--- config.mk ---
export PLATFORM = sky130hd
export DESIGN_NAME = regfile_wb_arbiter
export DESIGN_NICKNAME = d
export VERILOG_FILES = /design/src/rtl/regfile_wb_arbiter.sv
export SDC_FILE = /design/constraint.sdc
export NUM_CORES = 1
export LEC_CHECK = 0
export ABC_AREA = 1
export ABC_CLOCK_PERIOD_IN_PS = 2000
export CAP_MARGIN = 20
export CORE_MARGIN = 5
export CORE_UTILIZATION = 42
export CTS_BUF_LIST = sky130_fd_sc_hd__clkbuf_4 sky130_fd_sc_hd__clkbuf_8
export CTS_CLUSTER_DIAMETER = 120
export DETAILED_ROUTE_END_ITERATION = 10
export PLACE_DENSITY = 0.79
export SYNTH_ARGS = -nofsm -noshare
export SYNTH_HDL_FRONTEND = slang
export SYNTH_SLANG_ARGS = --single-unit
export TNS_END_PERCENT = 5
--- constraint.sdc ---
create_clock -name clk -period 2 [get_ports clk]
set_input_delay 0.5 -clock clk [delete_from_list [all_inputs] [get_ports clk]]
set_output_delay 0.5 -clock clk [all_outputs]
set_load 0.005 [all_outputs]
--- src/rtl/regfile_wb_arbiter.sv ---
`default_nettype none
// ============================================================================
//  Module      : regfile_wb_arbiter
//  Description : Two-requester register-file writeback arbiter. Requester A
//                (ALU) and B (load) compete for the single write port. The
//                winning write is registered and presented one cycle later.
//                Writes to x0 are accepted but never enabled. A saturating
//                counter tallies contended cycles.
//                Build option: define REGFILE_WB_ARB_ROUND_ROBIN_EN for
//                round-robin priority; otherwise A wins every contention.
//  Revision    : 1.0 - initial release
// ============================================================================
module regfile_wb_arbiter #(
    parameter int DATA_W = 32,
    parameter int ADDR_W = 5,
    parameter int CNT_W  = 16
) (
    input  logic              clk,
    input  logic              rst,
    input  logic              a_valid,
    output logic              a_ready,
    input  logic [ADDR_W-1:0] a_rd_addr,
    input  logic [DATA_W-1:0] a_rd_data,
    input  logic              b_valid,
    output logic              b_ready,
    input  logic [ADDR_W-1:0] b_rd_addr,
    input  logic [DATA_W-1:0] b_rd_data,
    input  logic              stall,
    output logic              we,
    output logic [ADDR_W-1:0] rd_addr,
    output logic [DATA_W-1:0] rd_data,
    output logic [CNT_W-1:0]  conflict_cnt
);

    localparam logic [CNT_W-1:0] c_CNT_MAX = '1;

    logic              w_grant_a;
    logic              w_grant_b;
    logic              w_prio_b;
    logic              w_contend;

    logic              we_q;
    logic              we_d;
    logic [ADDR_W-1:0] rd_addr_q;
    logic [ADDR_W-1:0] rd_addr_d;
    logic [DATA_W-1:0] rd_data_q;
    logic [DATA_W-1:0] rd_data_d;
    logic [CNT_W-1:0]  cnt_q;
    logic [CNT_W-1:0]  cnt_d;

    // A cycle is contended whenever both requesters want the port and the
    // pipeline is not stalled, regardless of who ends up winning.
    assign w_contend = a_valid && b_valid && !stall;

`ifdef REGFILE_WB_ARB_ROUND_ROBIN_EN
    localparam logic [0:0] c_PRIO_A = 1'b0;
    localparam logic [0:0] c_PRIO_B = 1'b1;

    logic [0:0] prio_q;
    logic [0:0] prio_d;

    // Priority pointer register; favours A out of reset.
    always_ff @(posedge clk) begin
        if (rst) begin
            prio_q <= c_PRIO_A;
        end else begin
            prio_q <= prio_d;
        end
    end

    // After any transfer, hand priority to the requester that lost out.
    always_comb begin
        prio_d = prio_q;
        if (w_grant_a) begin
            prio_d = c_PRIO_B;
        end else if (w_grant_b) begin
            prio_d = c_PRIO_A;
        end
    end

    assign w_prio_b = (prio_q == c_PRIO_B);
`else
    assign w_prio_b = 1'b0;
`endif

    // Grant decision: nothing during reset or stall, the sole requester if
    // only one is valid, otherwise whoever the pointer favours.
    always_comb begin
        w_grant_a = 1'b0;
        w_grant_b = 1'b0;
        if (!rst && !stall) begin
            if (a_valid && b_valid) begin
                w_grant_a = !w_prio_b;
                w_grant_b = w_prio_b;
            end else begin
                w_grant_a = a_valid;
                w_grant_b = b_valid;
            end
        end
    end

    assign a_ready = w_grant_a;
    assign b_ready = w_grant_b;

    // Next write-port contents: capture the granted request, hold otherwise.
    // A write to x0 completes its handshake but never raises the enable.
    always_comb begin
        we_d      = 1'b0;
        rd_addr_d = rd_addr_q;
        rd_data_d = rd_data_q;
        if (w_grant_a) begin
            we_d      = (a_rd_addr != '0);
            rd_addr_d = a_rd_addr;
            rd_data_d = a_rd_data;
        end else if (w_grant_b) begin
            we_d      = (b_rd_addr != '0);
            rd_addr_d = b_rd_addr;
            rd_data_d = b_rd_data;
        end
    end

    // Saturating contention counter next value.
    always_comb begin
        cnt_d = cnt_q;
        if (w_contend && (cnt_q != c_CNT_MAX)) begin
            cnt_d = cnt_q + CNT_W'(1);
        end
    end

    // Write-port and counter registers.
    always_ff @(posedge clk) begin
        if (rst) begin
            we_q      <= 1'b0;
            rd_addr_q <= '0;
            rd_data_q <= '0;
            cnt_q     <= '0;
        end else begin
            we_q      <= we_d;
            rd_addr_q <= rd_addr_d;
            rd_data_q <= rd_data_d;
            cnt_q     <= cnt_d;
        end
    end

    assign we           = we_q;
    assign rd_addr      = rd_addr_q;
    assign rd_data      = rd_data_q;
    assign conflict_cnt = cnt_q;

endmodule
`default_nettype wire
## Word level (Yosys, flattened, before mapping)

Index checks and enable logic that the tools add are counted.

- Bits in registers: 54
- Input port bits: 79
- Output and inout bits: 56
- Word-level logic and storage cells: 25

- Add/sub/neg operators: 1
- Equality and inequality tests: 1
- Muxes and demuxes: 10
- Reductions and logical operators: 9

Operators by type and width:

| operator | number |
|---|---|
| 2-to-1 mux 32 bit | 2 |
| adder 16 x 1 -> 16 bit, second input constant | 1 |
| != test 16 bit, second input constant | 1 |
| 2-to-1 mux 5 bit | 2 |
| nonzero test 5 bit | 2 |
| 2-to-1 mux 1 bit | 6 |
| logical AND 1 bit | 4 |
| logical NOT 1 bit | 2 |
| nonzero test 2 bit | 1 |

## Longest topological paths before layout

Gate-level depths: netlist of run 1.

- Depth in word-level cells: 5
- Mapped depth: 10
- Mapped depth without buffers: 9

## Worst setup path before layout of run 1

No wires, ideal clock.

- Path kind: in2out
- From: input rst
- To: output b_ready
- Data arrival time: 1.244 ns
- Data required time: 1.500 ns
- Setup slack: 0.256 ns
- Stages: 4
- Path buffers: 3
- Path through: buf_6 nor3_4 buf_4 buf_6

- Cells in the longest elaborated chain, start to end: 3

Ends and longest elaborated chain:

| element | RTL line | source |
|---|---|---|
| from (decl) | 19 | `input logic rst,` |
| logical NOT 1 bit | 91 | `if (!rst && !stall) begin` |
| logical AND 1 bit | 91 |  |
| 2-to-1 mux 1 bit | 91 |  |
| to (decl) | 25 | `output logic b_ready,` |

Every way passes these cells.

## Worst setup path in the final report of run 1

- From: input b_valid
- To: output b_ready

- Cells in the longest elaborated chain, start to end: 3

Ends and longest elaborated chain:

| element | RTL line | source |
|---|---|---|
| from (decl) | 24 | `input logic b_valid,` |
| logical AND 1 bit | 92 | `if (a_valid && b_valid) begin` |
| 2-to-1 mux 1 bit * | 92 |  |
| 2-to-1 mux 1 bit * | 91 |  |

Every way passes the cells marked *; elsewhere a longest branch is shown, timed or not.

==> flow_summary_export.csv, run 1 <==
group,metric,value,unit
outcome,status,"finished clean",
clock_tree,cts_root_buf,"clkbuf_8",
global_route,antenna_found_initial,0,
logic_synthesis,syn_inst,450,
sta,final-setup-viol-count,0,
sta,rsz0062_at_grt,"false",
setup_path,reg2reg_slack,0.41,ns
sta,skew,0.0132,ns
floorplan,die_h,92.5,µm
floorplan,ioPinCount,135,
logic_synthesis,synth-seq-area-share,37.8,%
setup_path,critPathRequiredTime,1.50,ns
power_and_ir_drop,cellPowerDensity,513,mW/mm²
logic_synthesis,syn-num-nets,530,
finish,final_nets,655,
route,via_per_inst,4.97,
sta,hold_violations,0,
global_route,grt_max_degree,43,
logic_synthesis,synthDistinctLibCells,23,
floorplan,start_util,42.5,%
sta,worst_slew_pin_slew,0.495,ns
power_and_ir_drop,irDropWorstVdd,0.305,mV
route,ant_nets,0,
logic_synthesis,synth_seq_cells,54,
place,dp_hpwl,6.48,mm
sta,final.setup.worst_slack,0.0801,ns
place,place_ws,-0.382,ns
sta,period_minus_slack,1.92,ns
finish,final_cell_mix,"nand2_1 (189), clkdlybuf4s50_1 (129), dfxtp_1 (54)",
finish,antenna_cells,0,
setup_path,start_kind,"input pin",
route,route.met2.wl,4.19,mm
route,m1WireLength,3.32,mm
sta,fmax,521,MHz
global_route,first_global_vias,3056,
setup_path,rr_startpoint,"conflict_cnt[1]",
setup_path,path_class,"input pin to output pin",
route,vias,3260,
place,gp_congestion,0.881,
logic_synthesis,syn_avg_cell_area,6.35,µm²
route,drc,0,
clock_tree,postCtsSetupBuffers,0,
worst_hold_path,min_to,"rd_addr[1]",
clock_tree,clk_latency,0.31,ns
sta,finalCritPeriodShare,96.0,%
setup_path,r2r_cells,6,
logic_synthesis,yosysWarnings,0,
clock_tree,path_clk_slew,0.11,ns
clock_tree,cts_num_sinks,54,
finish,area.growth.synth_to_final,49.7,%
setup_path,crit_arrival,1.42,ns
clock_tree,cts_tree,"built",
route,dr.pass1.iters,4,
floorplan,die_area,0.00855,mm²
global_route,grt_usage,19.6,%
place,numPortBuffers,134,
worst_hold_path,min_from,"rd_addr[1]",
worst_hold_path,whs_path_depth,2,
finish,drive_gt1_share,4.51,%
clock_tree,cts_max_level,2,
route,wl_per_cell,12.9,µm
sta,slew_viol_final,0,
clock_tree,clk_path_buf_depth,2,
route,drtIter0Drc,115,
floorplan,fp.dieW,92.5,µm
power_and_ir_drop,p_leak,0.00173,µW
finish,layout_commonest_cell,"nand2_1",
route,route.met3.wl,878,µm
setup_path,critPathMaxFanout,2,
job,timing.max_cap.violations,0,
global_route,overflow,0,
floorplan,rows,30,
setup_path,end_kind,"output pin",
logic_synthesis,synth_area,0.00286,mm²
route,top_layer,"met4",
floorplan,coreArea,0.00672,mm²
sta,whs,0.469,ns
sta,timing.slew.headroom,67.0,%
setup_path,r2r_end,"conflict_cnt[9]",
route,wl,8.45,mm
clock_tree,cts_buffers,5,
global_route,grt_pass1_wl,13.8,mm
worst_hold_path,hold_path.class,"register to register",
synth_stat cells:
| library cell | count | area (µm²) |
|---|---|---|
| ha_1 | 1 | 12.5 |
| nor2_2 | 1 | 6.26 |
| nor3_4 | 1 | 16.3 |
| nor4_1 | 2 | 12.5 |
| o21ai_0 | 41 | 205 |
| clkbuf_1 | 10 | 37.5 |
| nand4_1 | 2 | 12.5 |
| buf_4 | 2 | 15.0 |
| a21oi_1 | 51 | 255 |
| nor3_1 | 2 | 10.0 |
| dfxtp_1 | 54 | 1080 |
| nand2_1 | 189 | 709 |
| nand3_1 | 19 | 95.1 |
| xnor2_1 | 1 | 8.76 |
| nor2_1 | 34 | 128 |
| xor2_1 | 1 | 8.76 |
| buf_6 | 9 | 101 |
| nand2_2 | 1 | 6.26 |
| o21ai_1 | 2 | 10.0 |
| buf_2 | 6 | 30.0 |
| inv_1 | 19 | 71.3 |
| nor2_8 | 1 | 20.0 |
| inv_2 | 1 | 3.75 |
state kept, by name, indices dropped and copies added, names as in the netlist:
register,flops
conflict_cnt,16
rd_addr,5
we,1
rd_data,32
logic make-up after synthesis:
logic type / share of synthesized area, %
buffers and inverters: 9.07
flip-flops: 37.8
adder cells (fa/ha/maj): 0.438
AND/OR/NAND/NOR: 35.6
AO/OA/AOI/OAI: 16.5
XOR/XNOR: 0.613
critical path: stages:
cell and delay [ns]:
clkdlybuf4s50_1 0.47, nand2_1 0.09, nor3_4 0.18, buf_2 0.17
layout make-up:
| class | count | area [µm²] |
|---|---|---|
| fillers | 643 | 2440 |
| clock inverters | 2 | 17.5 |
| multi-input cells | 349 | 1520 |
| well taps | 80 | 100 |
| inverters | 20 | 75.1 |
| repair buffers | 145 | 1410 |
| flip-flops and latches | 54 | 1080 |
| clock buffers | 6 | 76.3 |
through the flow:
stage	power (µW)	cells	setup TNS, ns	util (%)	instance area [µm²]
finish	2200	656	0	63.6	4280
global route	2310	656	0	63.6	4280
CTS	2220	656	0	63.6	4280
detailed placement	1590	648	-10.89	62.4	4190
global placement	1590	648	-9.26	62.4	4190
floorplan	1330	450	0	-	2860
worst max path at each step:
stage / from / end / cells after the start
after floorplan: rst / b_ready / 4
after global placement: stall / b_ready / 5
after detailed placement: stall / b_ready / 5
after CTS: b_valid / b_ready / 4
after global routing: b_valid / rd_data[10] / 7
final: b_valid / b_ready / 4
timing repair:
action | 4_1_cts | 5_1_grt
pin swaps | 1 | 1
gates resized for setup | 7 | 0
endpoints found under the setup margin | 2 | 1
hold buffers | 0 | 0
hold endpoints to repair | 0 | 0
where the power goes:
part	total, µW	switching (µW)	internal (µW)
logic	431	174	258
clock network	634	365	268
registers	1130	18.9	1110
total	2200	558	1640
metal layers:
metal  global-route usage [%]  up-vias
li1                         -     1686
met1                     21.5     1459
met2                     35.6      109
met3                     8.04        6
met4                     3.71        0
met5                        0        -
(Power assumes the default switching activity.)
==> run 2, diff against run 1 <==
--- a/config.mk
+++ b/config.mk
@@ -17,4 +17,4 @@
 export SYNTH_ARGS = -nofsm -noshare
 export SYNTH_HDL_FRONTEND = slang
 export SYNTH_SLANG_ARGS = --single-unit
-export TNS_END_PERCENT = 5
+export TNS_END_PERCENT = 30
==> results of run 2 <==
Same layout as run 1: the final DEF is identical, and so are final timing and power.
==> run 3, diff against run 2 <==
--- a/config.mk
+++ b/config.mk
@@ -11,9 +11,10 @@
 export CORE_MARGIN = 5
 export CORE_UTILIZATION = 42
 export CTS_BUF_LIST = sky130_fd_sc_hd__clkbuf_4 sky130_fd_sc_hd__clkbuf_8
-export CTS_CLUSTER_DIAMETER = 120
 export DETAILED_ROUTE_END_ITERATION = 10
+export HOLD_SLACK_MARGIN = 0.02
 export PLACE_DENSITY = 0.79
+export SKIP_CTS_REPAIR_TIMING = 1
 export SYNTH_ARGS = -nofsm -noshare
 export SYNTH_HDL_FRONTEND = slang
 export SYNTH_SLANG_ARGS = --single-unit
==> flow_summary_export.csv, run 3 (synthesis gave the netlist of run 1 again) <==
group,metric,value,unit
setup_path,crit_arrival,1.49,ns
place,dp_hpwl,6.48,mm
sta,timing.slew.headroom,66.7,%
outcome,status,"finished clean",
route,drtIter0Drc,103,
route,wl,8.60,mm
worst_hold_path,hold_path.class,"register to register",
finish,final_nets,656,
route,drc,0,
route,vias,3249,
power_and_ir_drop,cellPowerDensity,512,mW/mm²
sta,final.setup.worst_slack,0.00693,ns
clock_tree,cts_max_level,2,
setup_path,r2r_cells,6,
clock_tree,clk_latency,0.31,ns
setup_path,max_stage_delay,0.46,ns
setup_path,path_class,"input pin to output pin",
floorplan,rows,30,
finish,layout_commonest_cell,"nand2_1",
place,numPortBuffers,134,
global_route,grt_max_degree,43,
setup_path,cp-endpoint,"b_ready",
floorplan,die_area,0.00855,mm²
place,place_ws,-0.382,ns
finish,antenna_cells,0,
sta,finalCritPeriodShare,99.7,%
sta,rsz0062_at_grt,"true",
finish,final_util,64.1,%
setup_path,critPathRequiredTime,1.50,ns
sta,slew_viol_final,0,
clock_tree,cts_root_buf,"clkbuf_8",
setup_path,cp_cell_sequence,"clkdlybuf4s50_1 > inv_1 > nand2_1 > nor3_4 > clkbuf_2",
floorplan,fp.dieW,92.5,µm
setup_path,end_kind,"output pin",
finish,area.growth.synth_to_final,50.7,%
global_route,first_global_vias,3056,
finish,largest_reg_flops,32,
job,timing.max_cap.violations,0,
floorplan,coreArea,0.00672,mm²
setup_path,r2r_end,"conflict_cnt[9]",
setup_path,critPathMaxFanout,3,
route,via_per_inst,4.95,
floorplan,start_util,42.5,%
sta,worst_slew_pin_slew,0.498,ns
setup_path,rr_startpoint,"conflict_cnt[1]",
setup_path,reg2reg_slack,0.41,ns
clock_tree,cts_buffers,5,
sta,fmax,502,MHz
setup_path,crit_family,"buffers and inverters",
sta,whs,0.469,ns
setup_path,crit_start,"stall",
place,gp_congestion,0.881,
setup_path,crit_cells,5,
sta,skew,0.0134,ns
global_route,overflow,0,
setup_path,slowest_stage,"clkdlybuf4s50_1",
clock_tree,path_clk_slew,0.10,ns
floorplan,die_h,92.5,µm
clock_tree,cts_tree,"built",
floorplan,ioPinCount,135,
finish,drive_gt1_share,4.68,%
setup_path,start_kind,"input pin",
route,ant_nets,0,
sta,final-setup-viol-count,0,
power_and_ir_drop,power,2200,µW
power_and_ir_drop,p_leak,0.00175,µW
sta,period_minus_slack,1.99,ns
global_route,antenna_found_initial,0,
setup_path,crit_buf_inv,3,
clock_tree,cts_num_sinks,54,
sta,hold_violations,0,
route,wl_per_cell,13.1,µm
power_and_ir_drop,irDropWorstVdd,0.306,mV
finish,final_cell_mix,"nand2_1 (189), clkdlybuf4s50_1 (130), dfxtp_1 (54)",
route,dr.pass1.iters,4,
global_route,grt_usage,19.6,%
clock_tree,clk_path_buf_depth,2,
global_route,grt_pass1_wl,13.8,mm
## run 3: worst min path at each step
stage                     slack [ns]           to  cells past startpoint        start
after global routing            0.49   rd_data[8]                      2   rd_data[8]
after floorplan                 0.46  rd_data[10]                      2  rd_data[10]
after CTS                       0.47   rd_data[8]                      2   rd_data[8]
after global placement          0.45   rd_data[5]                      2   rd_data[5]
final                           0.47   rd_data[8]                      2   rd_data[8]
after detailed placement        0.45   rd_data[8]                      2   rd_data[8]
## run 3: worst register-to-register path: cells and delay by family, from the launching register on
kind,cells,cell delay (ns)
adders and majority gates,1,0.23
DFF,1,0.39
and+or+nand+nor,4,0.68
AOI/OAI and AO/OA,1,0.21
## run 3: power by group
part           internal [µW]  switching, µW  total, µW
registers               1110           19.1       1130
clock network            268            365        634
logic                    261            177        438
## run 3: per-layer routing
layer  vias up  global-route usage, %  routed length (µm)
met5         -                      0                   0
met4         0                   3.71                  60
met3         6                   8.04                 910
met2       113                   35.6                4250
met1      1442                   21.5                3370
li1       1688                      -                   -
## run 3: final cells by class
type / count / area [µm²]
tap: 80 / 100
multi-input combinational: 350 / 1530
sequential: 54 / 1080
timing repair buffer: 145 / 1430
clock buffer: 6 / 76.3
clock inverter: 2 / 17.5
inverter: 20 / 75.1
fill: 637 / 2410
## run 3: per-stage QoR
stage          instance area (µm²)  setup TNS [ns]  cells
2_1_floorplan                 2860               0    450
3_3_place_gp                  4190           -9.26    648
3_5_place_dp                  4190          -10.89    648
4_1_cts                       4290          -0.685    656
5_1_grt                       4300         -0.0458    657
6_report                      4300               0    657
